==> src/rtl/dac_frame_scheduler_pkg.sv <==
// Shared FSM encoding, frame byte counts and sample resolutions for the DAC frame scheduler.
package dac_frame_scheduler_pkg;

  typedef enum logic [1:0] {
    IDLE = 2'd0,
    FILL = 2'd1,
    HOLD = 2'd2
  } state_t;

  localparam int BYTES_24 = 6;
  localparam int BYTES_16 = 4;
  localparam int RES_24   = 24;
  localparam int RES_16   = 16;

  function automatic logic [2:0] last_byte_idx(input logic res24);
    return res24 ? 3'(BYTES_24 - 1) : 3'(BYTES_16 - 1);
  endfunction

endpackage

==> src/rtl/dac_frame_scheduler_if.sv <==
// Read side of the audio RX FIFO (first-word-fall-through): byte moves when valid && ready.
interface dac_frame_scheduler_if;

  logic       fifo_rd_valid;
  logic [7:0] fifo_rd_data;
  logic       fifo_rd_ready;

  modport master (output fifo_rd_valid, output fifo_rd_data, input fifo_rd_ready);
  modport slave  (input fifo_rd_valid, input fifo_rd_data, output fifo_rd_ready);

endinterface

==> src/rtl/dac_frame_scheduler_pcm_serializer.sv <==
// Turns the frame counter and the current stereo sample into registered pbck/plrck/pdata pins.
module dac_frame_scheduler_pcm_serializer
  import dac_frame_scheduler_pkg::*;
#(
  parameter int RATIO   = 256,
  parameter int BCK_DIV = 4,
  parameter int CNT_W   = 10
) (
  input  logic             slot_clk,
  input  logic             reset,
  input  logic             active,
  input  logic             res24,
  input  logic [CNT_W-1:0] cnt,
  input  logic [23:0]      cur_l,
  input  logic [23:0]      cur_r,
  output logic             pbck,
  output logic             plrck,
  output logic             pdata,
  output logic             out_en
);

  localparam int               BCK_LOG = $clog2(BCK_DIV);
  localparam logic [CNT_W-1:0] HALF    = CNT_W'(RATIO / 2);

  logic             in_left;
  logic [CNT_W-1:0] slot;
  logic [CNT_W-1:0] res_bits;
  logic [23:0]      sample;
  logic [4:0]       bit_idx;
  logic             bit_val;

  // Left-justified MSB-first: slot s carries sample bit 23-s, slots past the resolution are 0.
  always_comb begin
    in_left  = cnt < HALF;
    slot     = (cnt & (HALF - 1'b1)) >> BCK_LOG;
    res_bits = res24 ? CNT_W'(RES_24) : CNT_W'(RES_16);
    sample   = in_left ? cur_l : cur_r;
    bit_idx  = 5'd23 - slot[4:0];
    bit_val  = (slot < res_bits) ? sample[bit_idx] : 1'b0;
  end

  always_ff @(posedge slot_clk) begin
    if (reset || !active) begin
      pbck   <= 1'b0;
      plrck  <= 1'b0;
      pdata  <= 1'b0;
      out_en <= 1'b0;
    end else begin
      pbck   <= cnt[BCK_LOG-1];
      plrck  <= in_left;
      pdata  <= bit_val;
      out_en <= 1'b1;
    end
  end

endmodule

==> src/rtl/dac_frame_scheduler.sv <==
// Fills a double-buffered stereo sample from the RX FIFO and swaps it in at every frame wrap,
// muting and counting underruns when the fill is incomplete.
module dac_frame_scheduler
  import dac_frame_scheduler_pkg::*;
#(
  parameter int RATIO   = 256,
  parameter int BCK_DIV = 4,
  parameter int CNT_W   = 10,
  parameter int UR_W    = 16
) (
  input  logic                 slot_clk,
  input  logic                 reset,
  input  logic                 cfg_enable,
  input  logic                 cfg_res24,
  dac_frame_scheduler_if.slave rd,
  output logic                 pbck,
  output logic                 plrck,
  output logic                 pdata,
  output logic                 out_en,
  output logic                 frame_start,
  output logic                 underrun,
  output logic [UR_W-1:0]      underrun_count
);

  state_t            state, state_n;
  logic [CNT_W-1:0]  cnt;
  logic [2:0]        byte_idx, byte_idx_n, split;
  logic [23:0]       nxt_l, nxt_r, nxt_l_n, nxt_r_n;
  logic [23:0]       cur_l, cur_r, cur_l_n, cur_r_n;
  logic [23:0]       byte_word, byte_mask, fill_l, fill_r;
  logic [1:0]        pos;
  logic [UR_W-1:0]   count_n;
  logic              res24, res24_n, ur_n, wrap, xfer, last, to_right;

  assign wrap             = (cnt == CNT_W'(RATIO - 1));
  assign rd.fifo_rd_ready = (state == FILL);
  assign xfer             = rd.fifo_rd_valid && (state == FILL);
  assign last             = (byte_idx == last_byte_idx(res24));

  // Byte slot -> channel and byte lane; 16-bit frames never touch the low lane.
  always_comb begin
    split     = res24 ? 3'd3 : 3'd2;
    to_right  = byte_idx >= split;
    pos       = to_right ? 2'(byte_idx - split) : 2'(byte_idx);
    byte_word = {rd.fifo_rd_data, 16'h0000} >> {pos, 3'b000};
    byte_mask = 24'hFF0000 >> {pos, 3'b000};
    fill_l    = to_right ? nxt_l : ((nxt_l & ~byte_mask) | byte_word);
    fill_r    = to_right ? ((nxt_r & ~byte_mask) | byte_word) : nxt_r;
  end

  // A disable at the wrap wins over everything; a final byte landing on the wrap edge counts as full.
  always_comb begin
    state_n    = state;
    byte_idx_n = byte_idx;
    nxt_l_n    = nxt_l;
    nxt_r_n    = nxt_r;
    cur_l_n    = cur_l;
    cur_r_n    = cur_r;
    res24_n    = res24;
    ur_n       = 1'b0;
    count_n    = underrun_count;
    unique case (state)
      IDLE: begin
        if (wrap && cfg_enable) begin
          state_n    = FILL;
          res24_n    = cfg_res24;
          byte_idx_n = '0;
          nxt_l_n    = '0;
          nxt_r_n    = '0;
        end
      end
      FILL: begin
        if (wrap && !cfg_enable) begin
          state_n    = IDLE;
          byte_idx_n = '0;
          nxt_l_n    = '0;
          nxt_r_n    = '0;
          cur_l_n    = '0;
          cur_r_n    = '0;
        end else begin
          if (xfer) begin
            nxt_l_n    = fill_l;
            nxt_r_n    = fill_r;
            byte_idx_n = last ? 3'd0 : byte_idx + 3'd1;
          end
          if (wrap) begin
            if (xfer && last) begin
              cur_l_n = fill_l;
              cur_r_n = fill_r;
            end else begin
              cur_l_n = '0;
              cur_r_n = '0;
              ur_n    = 1'b1;
              if (underrun_count != '1) count_n = underrun_count + 1'b1;
            end
          end else if (xfer && last) begin
            state_n = HOLD;
          end
        end
      end
      HOLD: begin
        if (wrap) begin
          if (!cfg_enable) begin
            state_n    = IDLE;
            byte_idx_n = '0;
            nxt_l_n    = '0;
            nxt_r_n    = '0;
            cur_l_n    = '0;
            cur_r_n    = '0;
          end else begin
            state_n = FILL;
            cur_l_n = nxt_l;
            cur_r_n = nxt_r;
          end
        end
      end
      default: state_n = IDLE;
    endcase
  end

  always_ff @(posedge slot_clk) begin
    if (reset) begin
      state          <= IDLE;
      cnt            <= '0;
      byte_idx       <= '0;
      nxt_l          <= '0;
      nxt_r          <= '0;
      cur_l          <= '0;
      cur_r          <= '0;
      res24          <= 1'b1;
      underrun_count <= '0;
      frame_start    <= 1'b0;
      underrun       <= 1'b0;
    end else begin
      state          <= state_n;
      cnt            <= wrap ? '0 : cnt + 1'b1;
      byte_idx       <= byte_idx_n;
      nxt_l          <= nxt_l_n;
      nxt_r          <= nxt_r_n;
      cur_l          <= cur_l_n;
      cur_r          <= cur_r_n;
      res24          <= res24_n;
      underrun_count <= count_n;
      frame_start    <= wrap;
      underrun       <= ur_n;
    end
  end

  dac_frame_scheduler_pcm_serializer #(
    .RATIO  (RATIO),
    .BCK_DIV(BCK_DIV),
    .CNT_W  (CNT_W)
  ) u_serializer (
    .slot_clk(slot_clk),
    .reset   (reset),
    .active  (state != IDLE),
    .res24   (res24),
    .cnt     (cnt),
    .cur_l   (cur_l),
    .cur_r   (cur_r),
    .pbck    (pbck),
    .plrck   (plrck),
    .pdata   (pdata),
    .out_en  (out_en)
  );

endmodule

==> src/flat_wrapper.sv <==
// flat-port wrapper written by rule: the top's interface ports become plain ports
module dac_frame_scheduler_flat import dac_frame_scheduler_pkg::*;
#(
  parameter int RATIO   = 256,
  parameter int BCK_DIV = 4,
  parameter int CNT_W   = 10,
  parameter int UR_W    = 16
)
  (slot_clk, reset, cfg_enable, cfg_res24, pbck, plrck, pdata, out_en, frame_start, underrun, underrun_count, rd_fifo_rd_valid, rd_fifo_rd_data, rd_fifo_rd_ready);
  dac_frame_scheduler_if rd_i ();
  input  logic slot_clk;
  input  logic reset;
  input  logic cfg_enable;
  input  logic cfg_res24;
  output logic pbck;
  output logic plrck;
  output logic pdata;
  output logic out_en;
  output logic frame_start;
  output logic underrun;
  output logic [UR_W-1:0] underrun_count;
  input wire logic [$bits(rd_i.fifo_rd_valid)-1:0] rd_fifo_rd_valid;
  input wire logic [$bits(rd_i.fifo_rd_data)-1:0] rd_fifo_rd_data;
  output wire logic [$bits(rd_i.fifo_rd_ready)-1:0] rd_fifo_rd_ready;
  assign rd_i.fifo_rd_valid = rd_fifo_rd_valid;
  assign rd_i.fifo_rd_data = rd_fifo_rd_data;
  assign rd_fifo_rd_ready = rd_i.fifo_rd_ready;
  dac_frame_scheduler #(.RATIO(RATIO), .BCK_DIV(BCK_DIV), .CNT_W(CNT_W), .UR_W(UR_W)) u_core (.slot_clk(slot_clk), .reset(reset), .cfg_enable(cfg_enable), .cfg_res24(cfg_res24), .rd(rd_i), .pbck(pbck), .plrck(plrck), .pdata(pdata), .out_en(out_en), .frame_start(frame_start), .underrun(underrun), .underrun_count(underrun_count));
endmodule
==> config.mk <==
export PLATFORM = sky130hd
export DESIGN_NAME = dac_frame_scheduler_flat
export DESIGN_NICKNAME = d
export VERILOG_FILES = /design/src/rtl/dac_frame_scheduler_pkg.sv /design/src/rtl/dac_frame_scheduler_if.sv /design/src/rtl/dac_frame_scheduler_pcm_serializer.sv /design/src/rtl/dac_frame_scheduler.sv /design/src/flat_wrapper.sv
export SDC_FILE = /design/constraint.sdc
export NUM_CORES = 1
export LEC_CHECK = 0
export ABC_AREA = 0
export CORE_MARGIN = 1
export CORE_UTILIZATION = 30
export CTS_CLUSTER_SIZE = 20
export DETAILED_ROUTE_END_ITERATION = 10
export PLACE_DENSITY = 0.44
export SLEW_MARGIN = 20
export SYNTH_ARGS = -nofsm -noshare
export SYNTH_HDL_FRONTEND = slang
export SYNTH_SLANG_ARGS = --single-unit
==> constraint.sdc <==
create_clock -name slot_clk -period 2.5 [get_ports slot_clk]
set_input_delay 0.25 -clock slot_clk [delete_from_list [all_inputs] [get_ports slot_clk]]
set_output_delay 0.25 -clock slot_clk [all_outputs]
set_load 0.01 [all_outputs]
==> flow_summary.json <==
{
  "period_minus_slack_ns": 2.38,
  "final_core_util": 0.384,
  "synth-xor-area-share": 0.0107,
  "cp.required_ns": 2.78,
  "rsz0062_at_grt": "yes",
  "multiInputGateArea_mm2": 0.00368,
  "row_count": 53,
  "synth.top_cell.area_share": 0.409,
  "portBuffers": 35,
  "synth_edf_count": 0,
  "drive_above_1_share": 0.243,
  "stdcell_count": 1015,
  "start_util": 0.309,
  "synth-compound-area-share": 0.201,
  "synth-adder-area-share": 0.0172,
  "synthDistinctLibCells": 61,
  "p_leak_nw": 2.97,
  "maxCapViolations": 0,
  "syn_inst": 681,
  "hold_path.class": "in2reg",
  "synth-simple-area-share": 0.184,
  "yosys-top-cells-area": "dfxtp_1 41%, mux2_2 9.1%, a221oi_1 6.4%, a22o_1 5.3%, nor2_1 4.4%",
  "tightest_slew_ns": 0.686,
  "drc": 0,
  "cp.arrival_ns": 2.66,
  "synth_top_family_by_area": "compound AO/OA/AOI/OAI gates",
  "htreeDepth": 4,
  "cp-start-kind": "register",
  "grt-ovfl-total": 0,
  "crit_type": "reg2reg",
  "fp.dieW_um": 150,
  "layout.nets": 749,
  "firstDrtPassIters": 4,
  "muxShareOfSynthArea": 0.136,
  "synth_area_leader_cell": "dfxtp_1",
  "synth_nets": 703,
  "root_buffer": "clkbuf_16",
  "netlist_area_mm2": 0.00656,
  "max_freq_ghz": 0.420,
  "track_usage": 0.174,
  "wl_per_cell_um": 18.6,
  "wl_um": 18900,
  "clk_path_buf_depth": 2,
  "synth_warnings": 0,
  "grt_max_degree": 60,
  "postCtsHoldBufs": 0,
  "synthArstFlopShare": 0,
  "setup_viol": 0,
  "slew_headroom": 0.542,
  "viasPerCell": 5.55,
  "die_area_mm2": 0.0225,
  "grt_first_pass_wirelength_um": 30100,
  "ys.flop_type": "dfxtp_1",
  "cts_tree": "yes",
  "drt_iter0_markers": 376,
  "ir_drop_v": 0.000357,
  "min_period_over_period": 0.951,
  "clock-sinks": 134,
  "regArea_mm2": 0.00268,
  "core_mm2": 0.0212,
  "numCtsBuffers": 17,
  "power_density_mw_per_mm2": 583,
  "vias": 5630,
  "final-max-slew-violation-count": 0,
  "synth-seq-cells": 134,
  "ant_nets": 0,
  "hpwl_um": 12100,
  "worstPathMaxFanout": 10,
  "status": "finished, final reports clean",
  "fillers": 2132,
  "clock_latency_ns": 0.42,
  "syn_area_per_cell_um2": 9.63,
  "insertedDiodeCount": 0,
  "crit_path_end_kind": "register",
  "hold_viol_final": 0,
  "fin_skew_ns": 0.0102,
  "io_pins": 36,
  "die_y_um": 150,
  "clk_pin_slew_ns": 0.06,
  "gp_congestion": 0.779,
  "synth-seq-area-share": 0.409,
  "grt_antenna_before_repair": 1,
  "dp.cells": 979,
  "fin_tns_setup_ns": 0,
  "synthToLayoutAreaGrowth_pct": 24.2,
  "grt_pass1_vias": 5439
}
==> critical path, cell delays in order, from the launching register on <==
cell and delay [ns]:
dfxtp_1 0.38, ha_1 0.28, or3b_2 0.46, a21oi_2 0.20
buf_12 0.16, mux2_2 0.34, a221oi_1 0.32, nor3_1 0.08
==> per-stage QoR <==
stage	setup WS [ns]	cell area, µm²	hold WS, ns	power (mW)
after floorplan	0.0298	6560	0.378	2.27
after global placement	-0.160	7460	0.430	2.34
after detailed placement	-0.0928	7490	0.445	2.35
after CTS	0.0368	8080	0.163	4.80
after global routing	-0.0173	8140	0.178	4.90
final	0.122	8140	0.177	4.75
==> kinds of logic after synthesis <==
| logic type | after synthesis |
|---|---|
| compound gates | 163 |
| xor+xnor | 8 |
| simple gates | 228 |
| flops | 134 |
| mux | 67 |
| fa+ha+maj | 9 |
| buf+inv | 72 |
==> final cells by class <==
cell class / count / share of cell area
Multi-Input combinational cell: 476 / 0.452
Sequential cell: 134 / 0.329
Timing Repair Buffer: 85 / 0.100
Clock buffer: 19 / 0.0556
Tap cell: 275 / 0.0423
Clock inverter: 13 / 0.0149
Inverter: 13 / 0.00599
==> cells in the mapped netlist (12+ instances only) <==
cell type / count
a21oi_1: 20
a221oi_1: 48
a22o_1: 40
clkbuf_1: 47
dfxtp_1: 134
inv_1: 12
mux2_2: 53
nand3_1: 17
nor2_1: 76
nor3_1: 53
o31ai_1: 13
or4_1: 12
==> worst paths after layout <==
| path | endpoint | cells after the start | slack, ns | start |
|---|---|---|---|---|
| worst max register to register | u_core.cur_r[1]$_SDFFE_PP0P_ | 7 | 0.12 | u_core.res24$_SDFFE_PP1P_ |
| worst max-delay path | u_core.cur_r[1]$_SDFFE_PP0P_ | 7 | 0.12 | u_core.res24$_SDFFE_PP1P_ |
| worst min-delay path | u_core.cnt[9]$_SDFF_PP0_ | 2 | 0.18 | reset |
| worst min register to register | u_core.cnt[0]$_SDFF_PP0_ | 1 | 0.45 | u_core.cnt[0]$_SDFF_PP0_ |
==> routing by layer <==
metal  global-route usage  part of all wire
met5                    0           0.00069
met4               0.0576             0.011
met3               0.0348             0.048
met2                0.268              0.45
met1                0.241              0.49
==> power breakdown <==
part	internal [mW]	switching (mW)
registers	2.14	0.00433
clock network	1.43	1.02
logic	0.0538	0.0998
total	3.63	1.12
==> cell usage in the layout, fill, tap and decap left out, drive strengths merged, types with 6 or more instances in the layout <==
cell type	n
nor3	56
or4	12
a21oi	21
a221oi	48
clkinv	8
dfxtp	134
nand3	17
and3	6
o21ai	12
nand2	10
buf	51
o2bb2ai	8
clkbuf	19
nand2b	10
nand4	7
o31ai	13
ha	9
mux2	53
nor2	77
nor2b	10
inv	16
clkdlybuf4s50	34
a22o	40
mux4	12
==> repair_timing <==
| item | CTS | global route |
|---|---|---|
| cloned | 0 | 1 |
| endpoints found under the hold margin | 0 | 0 |
| pin swaps | 0 | 2 |
| setup buffers | 0 | 3 |
| endpoints found under the setup margin | 24 | 45 |
| gates resized for setup | 4 | 6 |
==> registers in the layout (all words and copies together) (netlist names) <==
name / cells
u_core.byte_idx: 3
u_core.cnt: 10
u_core.cur_l: 24
u_core.cur_r: 24
u_core.frame_start: 1
u_core.nxt_l: 24
u_core.nxt_r: 24
u_core.res24: 1
u_core.state: 2
u_core.u_serializer.out_en: 1
u_core.u_serializer.pbck: 1
u_core.u_serializer.pdata: 1
u_core.u_serializer.plrck: 1
u_core.underrun: 1
u_core.underrun_count: 16
(Power assumes the default switching activity.)
